===== src/rtl/life_step_engine.sv =====
// life_step_engine: 8x8 Game of Life (B3/S23) next-generation engine.
// Captures an initial board, then on each step evaluates one cell per clock
// into a shadow buffer and commits the whole generation in a single cycle.
// Optional feature macro: LIFE_TORUS_EN (defined: toroidal board edges;
// undefined: cells beyond the edge count as dead).
module life_step_engine #(
    parameter int GEN_W = 16
) (
    input  logic             clk,
    input  logic             rst_n,
    input  logic             load,
    input  logic [63:0]      board_in,
    input  logic             step,
    output logic [63:0]      board,
    output logic             busy,
    output logic             done,
    output logic [GEN_W-1:0] generation
);

    typedef enum logic [1:0] {
        IDLE    = 2'd0,
        COMPUTE = 2'd1,
        COMMIT  = 2'd2
    } state_t;

    state_t      state;
    state_t      state_nxt;
    logic [5:0]  idx;
    logic [63:0] next_board;
    logic [3:0]  nbr_count;
    logic        cell_next;

    // Row/column coordinates of the three neighbour lines around idx
    // (index 0 = minus one, 1 = same, 2 = plus one) and whether each is on-board.
    logic [2:0]  nbr_rows [3];
    logic [2:0]  nbr_cols [3];
    logic [2:0]  row_ok;
    logic [2:0]  col_ok;

    // State register.
    always_ff @(posedge clk or negedge rst_n) begin
        if (!rst_n) begin
            state <= IDLE;
        end else begin
            // NOTE: sequential state always uses non-blocking assignments so every
            // flop samples pre-edge values regardless of block ordering.
            state <= state_nxt;
        end
    end

    // Next-state logic: load wins over step in IDLE; requests are ignored while busy.
    always_comb begin
        // NOTE: default assignment first so no path leaves state_nxt unassigned (no latch).
        state_nxt = state;
        case (state)
            IDLE:    if (step && !load) state_nxt = COMPUTE;
            COMPUTE: if (idx == 6'd63)  state_nxt = COMMIT;
            COMMIT:  state_nxt = IDLE;
            default: state_nxt = IDLE;
        endcase
    end

    // Output logic: busy spans the whole computation including the commit cycle.
    always_comb begin
        busy = (state != IDLE);
    end

    // Neighbour coordinates for the cell being evaluated; edge policy set by LIFE_TORUS_EN.
    always_comb begin
        nbr_rows[1] = idx[5:3];
        nbr_cols[1] = idx[2:0];
        row_ok      = 3'b111;
        col_ok      = 3'b111;
`ifdef LIFE_TORUS_EN
        // 3-bit arithmetic wraps row 7 onto row 0 and column 7 onto column 0.
        nbr_rows[0] = idx[5:3] - 3'd1;
        nbr_rows[2] = idx[5:3] + 3'd1;
        nbr_cols[0] = idx[2:0] - 3'd1;
        nbr_cols[2] = idx[2:0] + 3'd1;
`else
        // The borrow/carry out of the 3-bit step marks a coordinate off the board.
        {row_ok[0], nbr_rows[0]} = {1'b1, idx[5:3]} - 4'd1;
        {row_ok[2], nbr_rows[2]} = {1'b0, idx[5:3]} + 4'd1;
        {col_ok[0], nbr_cols[0]} = {1'b1, idx[2:0]} - 4'd1;
        {col_ok[2], nbr_cols[2]} = {1'b0, idx[2:0]} + 4'd1;
        row_ok[2] = ~row_ok[2];
        col_ok[2] = ~col_ok[2];
`endif
    end

    // Neighbour count (0..8) and the B3/S23 rule for cell idx.
    always_comb begin
        nbr_count = 4'd0;
        for (int i = 0; i < 3; i++) begin
            for (int j = 0; j < 3; j++) begin
                if (!(i == 1 && j == 1) && row_ok[i] && col_ok[j]) begin
                    nbr_count = nbr_count + {3'b000, board[{nbr_rows[i], nbr_cols[j]}]};
                end
            end
        end
        cell_next = (nbr_count == 4'd3) || (board[idx] && (nbr_count == 4'd2));
    end

    // Datapath: board capture, per-cell shadow writes, whole-board commit.
    always_ff @(posedge clk or negedge rst_n) begin
        if (!rst_n) begin
            board      <= 64'h0;
            next_board <= 64'h0;
            idx        <= 6'd0;
            done       <= 1'b0;
            generation <= '0;
        end else begin
            done <= 1'b0;
            case (state)
                IDLE: begin
                    if (load) begin
                        board      <= board_in;
                        generation <= '0;
                    end else if (step) begin
                        idx <= 6'd0;
                    end
                end
                COMPUTE: begin
                    next_board[idx] <= cell_next;
                    idx             <= idx + 6'd1;
                end
                COMMIT: begin
                    board      <= next_board;
                    done       <= 1'b1;
                    generation <= generation + GEN_W'(1);
                end
                default: ;
            endcase
        end
    end

endmodule


===== config.mk =====
export PLATFORM = sky130hd
export DESIGN_NAME = life_step_engine
export DESIGN_NICKNAME = d
export VERILOG_FILES = /design/src/rtl/life_step_engine.sv
export SDC_FILE = /design/constraint.sdc
export NUM_CORES = 1
export LEC_CHECK = 0
export BUFFER_PORTS_ARGS = -buffer_cell sky130_fd_sc_hd__buf_2
export CORE_MARGIN = 4
export CORE_UTILIZATION = 55
export CTS_BUF_LIST = sky130_fd_sc_hd__clkbuf_16
export DETAILED_ROUTE_END_ITERATION = 8
export PLACE_DENSITY = 0.87
export SLEW_MARGIN = 40
export SYNTH_ARGS = -nofsm -noshare
export SYNTH_HDL_FRONTEND = slang
export SYNTH_SLANG_ARGS = --single-unit

===== constraint.sdc =====
create_clock -name clk -period 10.6 [get_ports clk]
set_input_delay 2.12 -clock clk [delete_from_list [all_inputs] [get_ports clk]]
set_output_delay 2.12 -clock clk [all_outputs]
set_load 0.02 [all_outputs]

Word-level counts from Yosys, hierarchy flattened
Cells that the tools add are included.
Cells by class
  equality and inequality tests: 10
  mux-type cells: 40
  reductions and logical operators: 16
  order comparisons: 10
  $add $sub $neg: 13
  bitwise operators: 2
Operators with widths (count)
  one-hot mux 64 bit (2 select lines): 1
  bitwise mux 64 bit: 1
  2-to-1 mux 64 bit: 1
  less-than comparator 6 x 7 -> 1 bit (second input constant): 9
  binary-select mux 1 bit (select 6 bit): 9
  one-hot mux 16 bit (2 select lines): 1
  adder 4 x 1 -> 4 bit: 7
  2-to-1 mux 4 bit: 7
  adder 16 x 1 -> 16 bit (second input constant): 1
  2-to-1 mux 16 bit: 1
  2-to-1 mux 1 bit: 12
  2-to-1 mux 6 bit: 2
  one-hot mux 6 bit (2 select lines): 1
  inequality test 2 bit (second input constant): 5
  adder 3 x 1 -> 4 bit (second input constant): 2
  == test 4 x 2 -> 1 bit (second input constant): 2
  subtractor 4 x 1 -> 4 bit (second input constant): 2
  logical AND 1 bit: 7
  adder 6 x 1 -> 6 bit (second input constant): 1
  demux 1 bit (select 6 bit): 1
  == test 6 bit (second input constant): 1
  greater-or-equal comparator 6 x 1 -> 1 bit (second input constant): 1
  nonzero test 2 bit: 3
  2-to-1 mux 2 bit: 2
  9 further kinds: 11
Word-level totals
  register bits: 153
  input port bits: 68
  output and inout bits: 82
  word-level logic and storage cells: 97

Depth between registers and ports, before layout
  depth after elaboration: 22
  gate-level depth with buffers: 37

Least setup slack after synthesis
Ideal clock, no wire load.
  path kind: reg2reg
  from: register idx[1]
  to: register next_board[58]
  data required time: 10456 ps
  period minus slack after synthesis: 8155 ps
  slack: 2445 ps
  arrival time: 8012 ps
  library setup time: 144 ps
  buffers on the path: 4
  stages on the path, launching flop included: 37
  cell sequence: dfrtp_1 -> buf_2 -> clkbuf_1 -> inv_1 -> ha_1 -> xor2_1 -> mux4_2 -> nor2_1 -> a21oi_1 -> mux4_2 -> and3_1 -> ha_1 -> and2_1 -> ha_1 -> nand2_1 -> a21oi_1 -> ha_1 -> mux2_2 -> ha_1 -> ha_1 -> mux2i_1 -> inv_1 -> ha_1 -> nor2_1 -> a21oi_1 -> ha_1 -> nand2_1 -> o21ai_0 -> ha_1 -> nand2_1 -> xnor2_1 -> xnor3_1 -> a21oi_1 -> o21bai_1 -> buf_2 -> clkbuf_1 -> o41ai_2
On the way
  word-level cells in the longest chain between the ends: 22
  elaborated cells on any way between the ends: 50
RTL lines
  from (decl): RTL line 28  | logic [5:0] idx;
  from (signal assigned): RTL line 125  | idx <= idx + 6'd1;
  subtractor 4 x 1 -> 4 bit: RTL line 84  | {col_ok[0], nbr_cols[0]} = {1'b1, idx[2:0]} - 4'd1;
  binary-select mux 1 bit (select 6 bit): RTL line 97  | nbr_count = nbr_count + {3'b000, board[{nbr_rows[i], nbr_cols[j]}]};
  2-to-1 mux 1 bit (not written as such): RTL line 97
  2-to-1 mux 1 bit: RTL line 96  | if (!(i == 1 && j == 1) && row_ok[i] && col_ok[j]) begin
  adder 4 x 1 -> 4 bit: RTL line 97
  2-to-1 mux 4 bit: RTL line 96
  adder 4 x 1 -> 4 bit: RTL line 97
  2-to-1 mux 4 bit: RTL line 96
  [6 not listed]
  adder 4 x 1 -> 4 bit: RTL line 97
  2-to-1 mux 4 bit: RTL line 96
  adder 4 x 1 -> 4 bit: RTL line 97
  2-to-1 mux 4 bit: RTL line 96
  == test 4 x 2 -> 1 bit: RTL line 101  | cell_next = (nbr_count == 4'd3) || (board[idx] && (nbr_count == 4'd2));
  logical AND 1 bit: RTL line 101
  logical OR 1 bit: RTL line 101
  bitwise mux 64 bit (*): RTL line 124  | next_board[idx] <= cell_next;
  to (signal, indexed assignment): RTL line 124
  to (decl): RTL line 29  | logic [63:0] next_board;
Mark *: on every way between the ends. The rest lies on a longest branch, timed or not. The select of a mux whose other input is x is not followed.
A chain may end at the register's enable or synchronous reset.

Worst setup path in the final report
  from: register idx[0]
  to: register next_board[2]
Same word-level chain as after synthesis.

==> summary.txt <==
STA
  • Crit share post-route: 0.811
  • Slew headroom: 0.435
  • Achievable frequency: 116 MHz
  • Final min period: 8.60 ns
  • Min Hold Slack: 0.491 ns
  • Worst Max-Slew Pin Slew: 0.827 ns
  • Worst clock skew: between 0.01 and 0.015 ns
  • Fin. Hold Viols: 0
  • Setup TNS: 0 ns
  • Slew Limit Fails: 0
  • Endpoints failing setup: 0
  • RSZ-0062 raised after global routing: false

Route
  • Starting DRT DRC Count: 865
  • Antenna Nets Post-Route: 0
  • Via/cell ratio: roughly 6.8
  • Wire length per cell: about 22 um
  • First-pass DRT Iterations: 8
  • Total Wirelength: 30.4 mm
  • Post-route DRC: 0
  • Via count: approximately 9300

Critical path
  • CP most frequent cell: ha_1
  • R2R Setup Slk: 2.00 ns
  • Worst r2r src: idx[0]$_DFFE_PN0P_
  • Required @ worst endpoint: between 10 and 15 ns
  • Slowest cell delay on critical path: 0.80 ns
  • CP startpoint kind: flip-flop
  • CP max-delay cell: dfrtp_2
  • Reg2reg end: next_board[2]$_DFFE_PN0P_
  • CP endpoint kind: flip-flop
  • FF-to-FF path depth: 34
  • Crit path arrival time: about 9 ns
  • Setup crit end: next_board[2]$_DFFE_PN0P_
  • Crit-path max FO: 33
  • Worst setup startpoint: idx[0]$_DFFE_PN0P_
  • Critical path class: reg -> reg

Global route
  • Remaining Overflow, GRT: 0
  • Total track usage: 0.300
  • Largest net degree at the start of global routing: 84
  • First-pass GRT wire length: 48.8 mm
  • Number of global-route vias before repair: roughly 9000
  • Initial antenna violation count: 0

Synth
  • EDFF count, synth: 0
  • Ys flop type: dfrtp_1
  • Cell taking the most area after synthesis: dfrtp_1
  • Synth cell types: 58
  • Async set-reset flop share out of synthesis: 1.00
  • Synth top area cells: dfrtp_1, o21ai_0, mux4_2
  • Mapped Nets: 1122
  • Post-synthesis sequential area ratio: 0.384
  • Mapped Area: 0.00997 mm^2
  • Seq cells post-synth: 153
  • Synth warnings: 0
  • Syn_area_per_cell: 9.62 um^2
  • Cells after Synth: 1036
  • Share of the synthesized area in the top cell type: 0.384

Final layout
  • Synth-to-layout area growth: 15.1%
  • Antenna Cells: 0
  • Nets: 1208
  • FILL cells: 1353
  • Layout cells sized above 1: 0.257

Placed design
  • Hpwl dp: 19.8 mm
  • IO Port Bufs: 149
  • Final GP Congestion: ~1

Clock network
  • Clk_lat worst skew: 0.44 ns
  • CTS tree: built
  • TritonCTS buffer count: 17
  • Clock sink count: 153
  • H-tree depth reported by CTS: 4
  • Root Buffer: clkbuf_16
  • Post-CTS Setup Bufs: 0
  • Worst-path clk slew: 0.06 ns
  • Post-CTS Resized: 0
  • CTS max path bufs: 2
  • # hold bufs at CTS: 0

Floorplanning
  • Row count: 48
  • Core area: ~0.018 mm^2
  • I/O pin total: 150
  • DIE AREA: 0.0203 mm^2
  • Starting Density: 0.568
  • Die width: 143 um
  • Die Ht: 143 um

Run
  • Max cap viols: 0

Hold path
  • HP Class: reg -> reg

Status
  • Outcome: complete, no violations
-- metal layers --
metal | wire (um) | share of wire | vias up | global-route usage
met3 | 2860 | 0.094 | 94 | 0.0556
met1 | 12100 | 0.40 | 4467 | 0.407
met5 | 0 | 0 | - | 0
met2 | 14500 | 0.48 | 568 | 0.488
li1 | - | - | 4121 | -
met4 | 864 | 0.028 | 0 | 0.104
-- cell usage after synthesis (6+ instances only) --
| cell | n |
|---|---|
| nand3_1 | 16 |
| nor2_1 | 29 |
| a21oi_1 | 89 |
| clkbuf_1 | 57 |
| mux2i_1 | 42 |
| mux2_2 | 18 |
| nor2b_1 | 72 |
| a22oi_1 | 68 |
| and2_1 | 7 |
| inv_1 | 8 |
| o41ai_2 | 33 |
| mux4_2 | 25 |
| o21ai_0 | 159 |
| ha_1 | 18 |
| buf_1 | 24 |
| o41ai_1 | 23 |
| o31ai_1 | 14 |
| dfrtp_1 | 153 |
| nor3_1 | 6 |
| nand4_1 | 10 |
| and3_1 | 9 |
| a31oi_1 | 6 |
| nand2_1 | 64 |
| buf_2 | 13 |
-- layout make-up --
cell class	count	area (um^2)	area share
multi-input cells	775	5730	0.499
flip-flops and latches	153	3830	0.334
repair buffers	167	902	0.0786
clock buffers	17	425	0.0371
well taps	225	282	0.0245
clock inverters	15	272	0.0237
inverters	8	30.0	0.00262
-- worst min path at each step --
stage,from,end,slack (ns),cells after the start
2_1_floorplan,next_board[39]$_DFFE_PN0P_,next_board[39]$_DFFE_PN0P_,0.45,2
3_3_place_gp,next_board[7]$_DFFE_PN0P_,next_board[7]$_DFFE_PN0P_,0.46,2
3_5_place_dp,next_board[55]$_DFFE_PN0P_,next_board[55]$_DFFE_PN0P_,0.47,2
4_1_cts,next_board[47]$_DFFE_PN0P_,next_board[47]$_DFFE_PN0P_,0.50,2
5_1_grt,next_board[55]$_DFFE_PN0P_,board[55]$_DFFE_PN0P_,0.52,2
6_report,next_board[23]$_DFFE_PN0P_,next_board[23]$_DFFE_PN0P_,0.49,2
-- cells by family after synthesis --
group                      after synthesis  share of synthesized area
AOI/OAI and AO/OA                      425                      0.292
xor gates and xnor gates                12                     0.0127
adders and majority gates               18                     0.0226
buffers and inverters                  108                     0.0461
DFF                                    153                      0.384
muxes                                   85                      0.119
and+or+nand+nor                        235                      0.124
-- state kept, by name (all words and copies together), names as in the netlist --
| register | cells |
|---|---|
| idx | 6 |
| generation | 16 |
| done | 1 |
| board | 64 |
| next_board | 64 |
| state | 2 |
-- placed cells by master (no fill, tap or decap), types with 5 or more instances in the layout --
cell type / n
nand2b_1: 5
nor3_1: 6
a21oi_1: 89
nand2_1: 64
nor2b_1: 71
and2_1: 7
a22oi_1: 68
clkbuf_16: 17
bufinv_16: 7
mux4_2: 25
ha_1: 18
buf_4: 15
and3_1: 9
nand3_1: 13
xnor2_1: 5
o41ai_2: 33
mux2i_1: 42
o22ai_1: 5
dfrtp_1: 149
o41ai_1: 23
buf_2: 148
inv_1: 8
o21ai_0: 159
mux2_2: 18
xor2_1: 5
nand4_1: 10
nor2_1: 28
o31ai_1: 14
a31oi_1: 6
-- metrics by stage --
stage | area, um^2 | setup slack, ns | instances | utilization
after floorplan | 9970 | 2.44 | 1036 | -
after global placement | 10700 | 2.02 | 1327 | 0.612
after detailed placement | 10800 | 1.80 | 1327 | 0.613
after CTS | 11500 | 1.76 | 1359 | 0.653
after global routing | 11500 | 1.44 | 1360 | 0.654
final | 11500 | 2.00 | 1360 | 0.654
-- worst max-delay path: cells and delay by family (launching register included) --
family                     cells  cell delay [ns]
xor gates and xnor gates       3             0.67
and+or+nand+nor                7             0.73
muxes                          4             1.71
buffers and inverters          4             0.93
DFF                            1             0.80
adders and majority gates      9             2.65
AOI/OAI and AO/OA              7             0.92
Power is not shown: default switching activity piles up to over one toggle a cycle in this logic, so the estimate is an artifact.
